<file path="src/rtl/err_delay_tuner_pkg.sv">
// err_delay_tuner_pkg
//   Shared definitions for the delay-line calibration scheduler.
//   - state_e    : scheduler FSM state encoding (binary, 3 bits)
//   - tap_adjust : saturating one-step tap move used by the evaluation pass
package err_delay_tuner_pkg;

   typedef enum logic [2:0] {
      StIdle    = 3'd0,
      StCount   = 3'd1,
      StEval    = 3'd2,
      StReq     = 3'd3,
      StRelease = 3'd4
   } state_e;

   // One evaluation step for a single stage. Raising wins over lowering;
   // both directions clamp at the ends of the tap range.
   function automatic int unsigned tap_adjust(input int unsigned tap,
                                              input int unsigned tap_max,
                                              input logic        up,
                                              input logic        dn);
      if (up) begin
         return (tap >= tap_max) ? tap_max : tap + 1;
      end else if (dn) begin
         return (tap == 0) ? 0 : tap - 1;
      end
      return tap;
   endfunction

endpackage

</file>
<file path="src/rtl/err_delay_tuner_event_ctr.sv">
// err_delay_tuner_event_ctr
//   Per-stage pair of saturating event counters: one for near-miss (err0)
//   pulses and one for timing-error (err1) pulses. Both may count in the
//   same cycle.
// Ports
//   clk   in   system clock
//   rst   in   synchronous reset, active low
//   clr   in   clear both counters (wins over en)
//   en    in   count enable (observation window active)
//   err0  in   near-miss pulse
//   err1  in   timing-error pulse
//   cnt0  out  near-miss count, saturating at 2^CNTW-1
//   cnt1  out  timing-error count, saturating at 2^CNTW-1
module err_delay_tuner_event_ctr #(
   parameter int unsigned CNTW = 6
) (
   input  logic            clk,
   input  logic            rst,
   input  logic            clr,
   input  logic            en,
   input  logic            err0,
   input  logic            err1,
   output logic [CNTW-1:0] cnt0,
   output logic [CNTW-1:0] cnt1
);

   localparam logic [CNTW-1:0] CNT_MAX = '1;

   logic [CNTW-1:0] cnt0_q;
   logic [CNTW-1:0] cnt1_q;

   always_ff @(posedge clk) begin
      if (!rst) begin
         cnt0_q <= '0;
         cnt1_q <= '0;
      end else if (clr) begin
         cnt0_q <= '0;
         cnt1_q <= '0;
      end else if (en) begin
         if (err0 && (cnt0_q != CNT_MAX)) begin
            cnt0_q <= cnt0_q + 1'b1;
         end
         if (err1 && (cnt1_q != CNT_MAX)) begin
            cnt1_q <= cnt1_q + 1'b1;
         end
      end
   end

   assign cnt0 = cnt0_q;
   assign cnt1 = cnt1_q;

endmodule

</file>
<file path="src/rtl/err_delay_tuner.sv">
// err_delay_tuner
//   Calibration scheduler for the matched-delay lines of NSTAGES
//   error-detecting asynchronous pipeline stages. Counts err1/err0 events per
//   stage over a WINDOW-cycle observation window, then walks the stages in
//   index order nudging a shadow tap up on repeated errors or down when the
//   stage was quiet. If any shadow tap moved, the new tap vector is committed
//   to the delay lines over a 4-phase req/ack handshake; tap_o only changes
//   when the ack is seen, so a delay line never sees a tap change mid-cycle.
// Ports
//   clk      in   system clock, rising edge
//   rst      in   synchronous reset, active low
//   cal_en   in   calibration enable (level)
//   err1     in   per-stage timing-error pulse
//   err0     in   per-stage near-miss pulse
//   cfg_ack  in   delay-line configuration acknowledge
//   cfg_req  out  configuration request (registered)
//   tap_o    out  committed taps, stage i at [i*TAPW +: TAPW]
//   busy     out  high whenever the scheduler is not idle
module err_delay_tuner #(
   parameter int unsigned NSTAGES  = 4,
   parameter int unsigned TAPW     = 3,
   parameter int unsigned TAP_INIT = 4,
   parameter int unsigned WINDOW   = 255,
   parameter int unsigned CNTW     = 6,
   parameter int unsigned UP_THR   = 2,
   parameter int unsigned DN_THR   = 0
) (
   input  logic                    clk,
   input  logic                    rst,
   input  logic                    cal_en,
   input  logic [NSTAGES-1:0]      err1,
   input  logic [NSTAGES-1:0]      err0,
   input  logic                    cfg_ack,
   output logic                    cfg_req,
   output logic [NSTAGES*TAPW-1:0] tap_o,
   output logic                    busy
);

   import err_delay_tuner_pkg::*;

   localparam int unsigned WINW    = $clog2(WINDOW + 1);
   localparam int unsigned IDXW    = (NSTAGES > 1) ? $clog2(NSTAGES) : 1;
   localparam int unsigned TAP_MAX = (1 << TAPW) - 1;

   localparam logic [WINW-1:0] WIN_LAST   = WINW'(WINDOW - 1);
   localparam logic [IDXW-1:0] IDX_LAST   = IDXW'(NSTAGES - 1);
   localparam logic [CNTW-1:0] UP_THR_C   = CNTW'(UP_THR);
   localparam logic [CNTW-1:0] DN_THR_C   = CNTW'(DN_THR);
   localparam logic [TAPW-1:0] TAP_INIT_C = TAPW'(TAP_INIT);

   state_e                         state_q;
   logic [WINW-1:0]                win_cnt_q;
   logic [IDXW-1:0]                idx_q;
   logic [NSTAGES-1:0][TAPW-1:0]   shadow_q;
   logic [NSTAGES-1:0][TAPW-1:0]   tap_q;
   logic                           cfg_req_q;

   logic [NSTAGES-1:0][CNTW-1:0]   cnt0;
   logic [NSTAGES-1:0][CNTW-1:0]   cnt1;
   logic                           ctr_clr;
   logic                           ctr_en;

   logic [CNTW-1:0]                sel_cnt0;
   logic [CNTW-1:0]                sel_cnt1;
   logic                           step_up;
   logic                           step_dn;
   logic [NSTAGES-1:0][TAPW-1:0]   shadow_nxt;
   logic                           taps_differ;

   // ---------------------------------------------------------------------
   // Event counters
   // ---------------------------------------------------------------------
   // Counters only run inside the window. They are held clear everywhere a
   // fresh window may follow next cycle (idle, abort, last evaluation step,
   // handshake) so every window starts from zero.
   always_comb begin
      ctr_en  = (state_q == StCount);
      ctr_clr = 1'b0;
      unique case (state_q)
         StIdle:    ctr_clr = 1'b1;
         StCount:   ctr_clr = !cal_en;
         StEval:    ctr_clr = (idx_q == IDX_LAST);
         StReq:     ctr_clr = 1'b1;
         StRelease: ctr_clr = 1'b1;
         default:   ctr_clr = 1'b1;
      endcase
   end

   for (genvar s = 0; s < NSTAGES; s++) begin : g_ctr
      err_delay_tuner_event_ctr #(
         .CNTW(CNTW)
      ) u_ctr (
         .clk  (clk),
         .rst  (rst),
         .clr  (ctr_clr),
         .en   (ctr_en),
         .err0 (err0[s]),
         .err1 (err1[s]),
         .cnt0 (cnt0[s]),
         .cnt1 (cnt1[s])
      );
   end

   // ---------------------------------------------------------------------
   // Evaluation of the stage selected by idx_q
   // ---------------------------------------------------------------------
   // taps_differ looks at the shadow vector including this cycle's update,
   // so the decision on the last stage sees the complete new vector.
   always_comb begin
      sel_cnt0   = cnt0[idx_q];
      sel_cnt1   = cnt1[idx_q];
      step_up    = (sel_cnt1 >= UP_THR_C);
      step_dn    = (sel_cnt1 == '0) && (sel_cnt0 <= DN_THR_C);
      shadow_nxt = shadow_q;
      shadow_nxt[idx_q] = TAPW'(tap_adjust(32'(shadow_q[idx_q]), TAP_MAX, step_up, step_dn));
      taps_differ = (shadow_nxt != tap_q);
   end

   // ---------------------------------------------------------------------
   // Scheduler FSM, window counter, stage index, taps and handshake
   // ---------------------------------------------------------------------
   always_ff @(posedge clk) begin
      if (!rst) begin
         state_q   <= StIdle;
         win_cnt_q <= '0;
         idx_q     <= '0;
         shadow_q  <= {NSTAGES{TAP_INIT_C}};
         tap_q     <= {NSTAGES{TAP_INIT_C}};
         cfg_req_q <= 1'b0;
      end else begin
         unique case (state_q)
            StIdle: begin
               if (cal_en) begin
                  state_q   <= StCount;
                  win_cnt_q <= '0;
               end
            end

            StCount: begin
               if (!cal_en) begin
                  state_q <= StIdle;
               end else if (win_cnt_q == WIN_LAST) begin
                  state_q <= StEval;
                  idx_q   <= '0;
               end else begin
                  win_cnt_q <= win_cnt_q + 1'b1;
               end
            end

            // cal_en is deliberately not looked at until the pass is done.
            StEval: begin
               shadow_q <= shadow_nxt;
               if (idx_q == IDX_LAST) begin
                  if (taps_differ) begin
                     state_q   <= StReq;
                     cfg_req_q <= 1'b1;
                  end else if (cal_en) begin
                     state_q   <= StCount;
                     win_cnt_q <= '0;
                  end else begin
                     state_q <= StIdle;
                  end
               end else begin
                  idx_q <= idx_q + 1'b1;
               end
            end

            // An ack already high on entry commits on the first REQ cycle.
            StReq: begin
               if (cfg_ack) begin
                  tap_q     <= shadow_q;
                  cfg_req_q <= 1'b0;
                  state_q   <= StRelease;
               end
            end

            // No new window until the delay lines drop their ack.
            StRelease: begin
               if (!cfg_ack) begin
                  if (cal_en) begin
                     state_q   <= StCount;
                     win_cnt_q <= '0;
                  end else begin
                     state_q <= StIdle;
                  end
               end
            end

            default: begin
               state_q   <= StIdle;
               cfg_req_q <= 1'b0;
            end
         endcase
      end
   end

   assign cfg_req = cfg_req_q;
   assign tap_o   = tap_q;
   assign busy    = (state_q != StIdle);

endmodule
</file>
<file path="config.mk">
export PLATFORM = sky130hd
export DESIGN_NAME = err_delay_tuner
export DESIGN_NICKNAME = d
export VERILOG_FILES = /design/src/rtl/err_delay_tuner_pkg.sv /design/src/rtl/err_delay_tuner_event_ctr.sv /design/src/rtl/err_delay_tuner.sv
export SDC_FILE = /design/constraint.sdc
export NUM_CORES = 1
export LEC_CHECK = 0
export ABC_CLOCK_PERIOD_IN_PS = 4350
export BUFFER_PORTS_ARGS = -buffer_cell sky130_fd_sc_hd__buf_2
export CORE_ASPECT_RATIO = 1.5
export CORE_MARGIN = 1
export CORE_UTILIZATION = 60
export CTS_CLUSTER_DIAMETER = 150
export DETAILED_ROUTE_END_ITERATION = 10
export PLACE_DENSITY = 0.75
export SKIP_CTS_REPAIR_TIMING = 1
export SKIP_LAST_GASP = 1
export SLEW_MARGIN = 20
export SYNTH_ARGS = -nofsm -noshare
export SYNTH_HDL_FRONTEND = slang
export SYNTH_HIERARCHICAL = 1
export SYNTH_SLANG_ARGS = --single-unit
</file>
<file path="constraint.sdc">
create_clock -name clk -period 4.35 [get_ports clk]
set_clock_uncertainty 0.2 [all_clocks]
set_input_delay 0.87 -clock clk [delete_from_list [all_inputs] [get_ports clk]]
set_output_delay 0.87 -clock clk [all_outputs]
set_load 0.05 [all_outputs]
</file>
Word level (Yosys, flattened, before mapping) --
Cells that the tools add are included.
Word-level totals: flip-flop bits (word level) 86, word-level logic and storage cells 138, output and inout port bits 14, input port bits 12
Cells by class: bitwise operators 2, $add $sub $neg 12, order comparisons 5, reduce and logical (&&, ||, !) cells 32, muxes and demuxes 41, equal/unequal tests 26
Operators by type and width (number):
- 6-bit by 1-bit adder with 6-bit output (second input constant) | 8
- 8-bit 2-to-1 mux | 6
- 6-bit != test (second input constant) | 8
- 3-bit 2-to-1 mux | 13
- 8-bit one-hot mux with 4 select lines | 1
- 6-bit binary-select mux with 2-bit select | 2
- 2-bit != test (second input constant) | 9
- 2-bit AND reduction | 9
- 3-bit one-hot mux with 5 select lines | 1
- 12-bit bitwise mux | 1
- 6-bit 2-to-1 mux | 2
- 12-bit != test | 1
- 1-bit logical AND | 10
- 8-bit by 1-bit adder with 8-bit output (second input constant) | 1
- 8-bit == test (second input constant) | 1
- 2-bit 2-to-1 mux | 4
- 4-bit AND reduction | 2
- 3-bit binary-select mux with 2-bit select | 1
- 3-bit demux with 2-bit select | 1
- 3-bit by 2-bit == test with 1-bit output (second input constant) | 2
- 6-bit by 2-bit >= comparator with 1-bit output (second input constant) | 1
- 6-bit by 1-bit less-or-equal comparator with 1-bit output (second input constant) | 1
- 3-bit zero test | 2
- 6-bit zero test | 1
- 24 further kinds | 30

Logic depth before layout (Yosys ltp) --
word-level depth 12, depth in mapped cells 14, depth with buffers taken out 12

Hierarchy --
Netlist, hierarchy kept.
Modules (own cells, without submodules):
- err_delay_tuner | times used 1, cells each 372, area an instance 2788.9 um2
- err_delay_tuner_event_ctr | times used 4, cells each 63, area an instance 556.8 um2

Least setup slack after synthesis --
Ideal clock, no wire load.
kind register to register, from register idx_q[1], to register win_cnt_q[5], setup slack 0.617 ns, arrival time 3.418 ns, setup time 0.115 ns, stages on the path, launching flop included 13, cells stage by stage dfxtp_1 > buf_2 > mux4_1 > inv_1 > ha_1 > nand2b_4 > o211a_1 > or3_1 > a32o_1 > a2111oi_2 > o211ai_2 > o41a_1 > o21a_1
Between the ends: longest elaborated chain between the ends 11
RTL lines:
- from (decl) | line err_delay_tuner.sv:53 | logic [IDXW-1:0] idx_q;
- from (signal assigned) | line err_delay_tuner.sv:164 | idx_q <= idx_q + 1'b1;
- 6-bit binary-select mux with 2-bit select (tied with other cells) | line err_delay_tuner.sv:110 | sel_cnt0 = cnt0[idx_q];
- 6-bit 2-to-1 mux (not written as such) (tied with other cells) | line err_delay_tuner.sv:110
- 6-bit by 1-bit less-or-equal comparator with 1-bit output (tied with other cells) | line err_delay_tuner.sv:113 | step_dn = (sel_cnt1 == '0) && (sel_cnt0 <= DN_THR_C);
- 1-bit logical AND / 3-bit 2-to-1 mux (equally long branches) | line err_delay_tuner.sv:113, err_delay_tuner_pkg.sv:24
- 3-bit 2-to-1 mux / 1-bit 2-to-1 mux (equally long branches) | line err_delay_tuner_pkg.sv:23 | end else if (dn) begin
- 3-bit 2-to-1 mux / 1-bit 2-to-1 mux (equally long branches) | line err_delay_tuner_pkg.sv:21 | if (up) begin
- 3-bit 2-to-1 mux | line err_delay_tuner_pkg.sv:26 | return tap;
- 12-bit bitwise mux | line err_delay_tuner.sv:115 | shadow_nxt[idx_q] = TAPW'(tap_adjust(32'(shadow_q[idx_q]), TAP_MAX, step_up, step_dn));
- 12-bit != test | line err_delay_tuner.sv:116 | taps_differ = (shadow_nxt != tap_q);
- 2-bit != test (no line)
- 6-bit AND reduction (no line) (*)
- to (signal assigned) | line err_delay_tuner.sv:146 | win_cnt_q <= win_cnt_q + 1'b1;
- to (decl) | line err_delay_tuner.sv:52 | logic [WINW-1:0] win_cnt_q;
Every way passes the cells marked *; elsewhere a longest branch is shown, timed or not. The select of a mux whose other input is x is not followed. A chain may end at the register's enable or synchronous reset.

Final worst setup path --
Ends and elaborated chain as after synthesis.

==> impl_metrics.yaml <==
status:
  status: "completed"
worst_setup_path:
  crit_required_ns: 4.39
  critPathSlowestCell: "mux4_1"
  cp-startpoint: "idx_q[1]$_SDFFE_PN0P_"
  path_depth: 12
  crit_buf_inv: 1
  cp-endpoint: "win_cnt_q[5]$_SDFFE_PN0P_"
  cp-end-kind: "register"
  path_cells: "mux4_1 > inv_1 > ha_1 > nor2_1 > mux2i_1 > o21a_1 > nor3_1 > nor4_1 > nand3_1 > a22o_1 > o41a_1 > o21a_1"
  startpoint_type: "register"
  reg2reg_from: "idx_q[1]$_SDFFE_PN0P_"
  regToRegEndpoint: "win_cnt_q[5]$_SDFFE_PN0P_"
  crit_path_max_fanout: 11
  reg2reg_slack_ns: 0.26
  rr_worst_depth: 12
  arrival_ns: 4.12
  crit_path_max_incr_delay_ns: 0.63
  crit_top_cell: "o21a_1"
  crit_family: "compound AO/OA/AOI/OAI gates"
  crit_type: "register to register"
sta:
  setup_viol: 0
  period_minus_slack_ns: 4.09
  post-route-period-util: 0.940
  tightest_slew_ns: 0.944
  rsz0062_at_grt: "no"
  finalSetupTns_ns: 0
  fmax_ghz: 0.245
  hold_viol_final: 0
  slew_violations: 0
  max-slew-margin-rel: 0.370
drt:
  drtIter0Drc: 261
  ant_nets: 0
  wire_per_inst_um: 17.3
  drc_errors: 0
  drt_first_pass_iters: 5
  wl_um: 13000
  viasPerCell: 6.39
  routed-via-count: 4813
die:
  core_area_um2: 8060
  die_x_um: 76.7
  dieArea_um2: 8740
  num_rows: 40
  ios: 26
  die_h_um: 114
  initial_core_util: 0.623
finish:
  n_fill_cell: 704
  n_antenna_cell: 0
  final_common_cell: "dfxtp_1"
  final_cell_mix: "dfxtp_1, nand2_1, nor2_1"
  nets: 673
  layout-drive-gt1-share: 0.0972
  area.growth.synth_to_final_pct: 10.1
  design_area_um2: 5520
synthesis:
  synth_area_um2: 5020
  postSynthAreaPerCell_um2: 8.04
  yosysWarnings: 6
  synth-seq-cells: 86
  syn_inst: 624
  syn_nets: 654
  async_flop_share: 0
  synth.distinct_cells: 66
  seq_area_frac_synth: 0.343
  synth_edf_count: 0
  synth_ff_type: "dfxtp_1"
global_routing:
  grt_pass1_wl_um: 21300
  grt_pass1_vias: 4511
  track_usage: 0.309
  grt_max_degree: 31
  antenna_found_initial: 0
  globalRoute.totalOverflow: 0
place:
  portBuffers: 25
  hpwl_um: 9440
  placed_area_um2: 5210
  place_congestion: 0.960
clock_tree:
  tritoncts: "built"
  ctsRootBufferMaster: "clkbuf_16"
  numCtsBuffers: 9
  path_clk_slew_ns: 0.06
  clockBufferDepth: 2
  clk-insertion-delay-late_ns: 0.34
  cts.sinks: 86
  htree_levels: 3
power:
  peakVddDrop_mv: 0.288
  p_per_area_nw_per_um2: 498
  leakagePower_nw: 2.04
job:
  cap_violations: 0
min_path:
  worstHoldPathType: "register to register"
[cell type report]
class | instances | area [um^2] | share of cell area
well taps | 105 | 131 | 0.0238
multi-input cells | 493 | 3090 | 0.560
repair buffers | 33 | 185 | 0.0335
flip-flops and latches | 86 | 1720 | 0.312
inverters | 20 | 75.1 | 0.0136
clock buffers | 12 | 246 | 0.0446
clock inverters | 4 | 70.1 | 0.0127
[state kept, by name, indices dropped and copies added (netlist names)]
register	count
state_q	3
cfg_req	1
tap_o	12
g_ctr.u_ctr/cnt0	24
win_cnt_q	8
g_ctr.u_ctr/cnt1	24
idx_q	2
shadow_q	12
[worst min path at each step]
stage | from | end | slack (ns) | cells after the start
finish | cfg_req$_SDFFE_PN0P_ | cfg_req$_SDFFE_PN0P_ | 0.28 | 2
global route | cfg_req$_SDFFE_PN0P_ | cfg_req$_SDFFE_PN0P_ | 0.31 | 2
CTS | cfg_req$_SDFFE_PN0P_ | cfg_req$_SDFFE_PN0P_ | 0.27 | 2
detailed placement | cfg_req$_SDFFE_PN0P_ | cfg_req$_SDFFE_PN0P_ | 0.27 | 2
global placement | cfg_req$_SDFFE_PN0P_ | cfg_req$_SDFFE_PN0P_ | 0.26 | 2
floorplan | shadow_q[3]$_SDFFE_PN0P_ | tap_o[3]$_SDFFE_PN0P_ | 0.25 | 2
[routing by layer]
layer  vias to the layer above  GRT usage  routed length [um]
li1                       2351          -                   -
met1                      2306      0.341                5350
met2                       128      0.566                6770
met3                        28     0.0504                 482
met4                         0      0.158                 393
met5                         -          0                   0
[through the flow]
step	cells	hold WS (ns)	util	total power, mW	setup WS (ns)
after global routing	753	0.306	0.686	2.88	0.0766
after detailed placement	737	0.266	0.646	1.92	0.209
after floorplan	624	0.253	-	1.64	0.617
final	753	0.275	0.686	2.75	0.261
after global placement	737	0.256	0.646	1.90	0.318
after CTS	753	0.274	0.685	2.74	0.185
[synth_stat cells (2+ instances only)]
master     number  area share
a211oi_1       10       0.015
a21oi_1        32       0.032
a21oi_2         2      0.0035
a221oi_1        4      0.0070
a22o_1          2      0.0035
a22oi_1         2      0.0030
a311oi_1        9       0.016
a31oi_1        25       0.031
a32oi_1         2      0.0035
and2_1          5      0.0062
and3_1         19       0.024
buf_4           4      0.0060
buf_6           2      0.0045
clkbuf_1       17       0.013
dfxtp_1        86        0.34
ha_1           18       0.045
inv_1          19       0.014
mux2i_1        11       0.022
mux4_2          2      0.0090
nand2_1        73       0.055
nand2b_1        3      0.0037
nand3_1        40       0.040
nand4_1         5      0.0062
nor2_1         64       0.048
nor2b_1         7      0.0087
nor3_1         20       0.020
nor4_1          8       0.010
nor4b_1         3      0.0052
o2111ai_2       4       0.012
o211a_1         2      0.0040
o211ai_1       16       0.024
o21a_1          4      0.0060
o21ai_0        28       0.028
o22ai_1         5      0.0062
o31a_1          2      0.0035
o31ai_1         2      0.0030
o41a_1          2      0.0045
or2b_1          4      0.0060
or3_1           7      0.0087
xnor2_1        13       0.023
xor2_1         16       0.028
[worst reg2reg max path, delay by kind of cell (launching register included)]
family                   cells  cell delay (ns)
AO/OA/AOI/OAI                4             1.18
multiplexers                 2             0.96
AND/OR/NAND/NOR              4             0.76
flip-flops                   1             0.46
adder cells (fa/ha/maj)      1             0.26
buffers and inverters        1             0.17
[power by group]
part           total, mW  leakage [nW]  switching, mW  internal, mW
registers          0.894         0.694         0.0710         0.823
clock network      0.826         0.157          0.309         0.517
logic               1.03          1.19          0.660         0.368
[cells by family (layout without fill, tap and decap cells)]
group | count (synthesis) | count (layout) | share of synthesized area
adders and majority gates | 18 | 18 | 0.0449
DFF | 86 | 86 | 0.343
xor gates and xnor gates | 29 | 29 | 0.0506
buffers and inverters | 45 | 69 | 0.0402
AOI/OAI and AO/OA | 166 | 166 | 0.230
muxes | 15 | 15 | 0.0384
and+or+nand+nor | 265 | 265 | 0.253
Power figures use the tool's default switching activity.
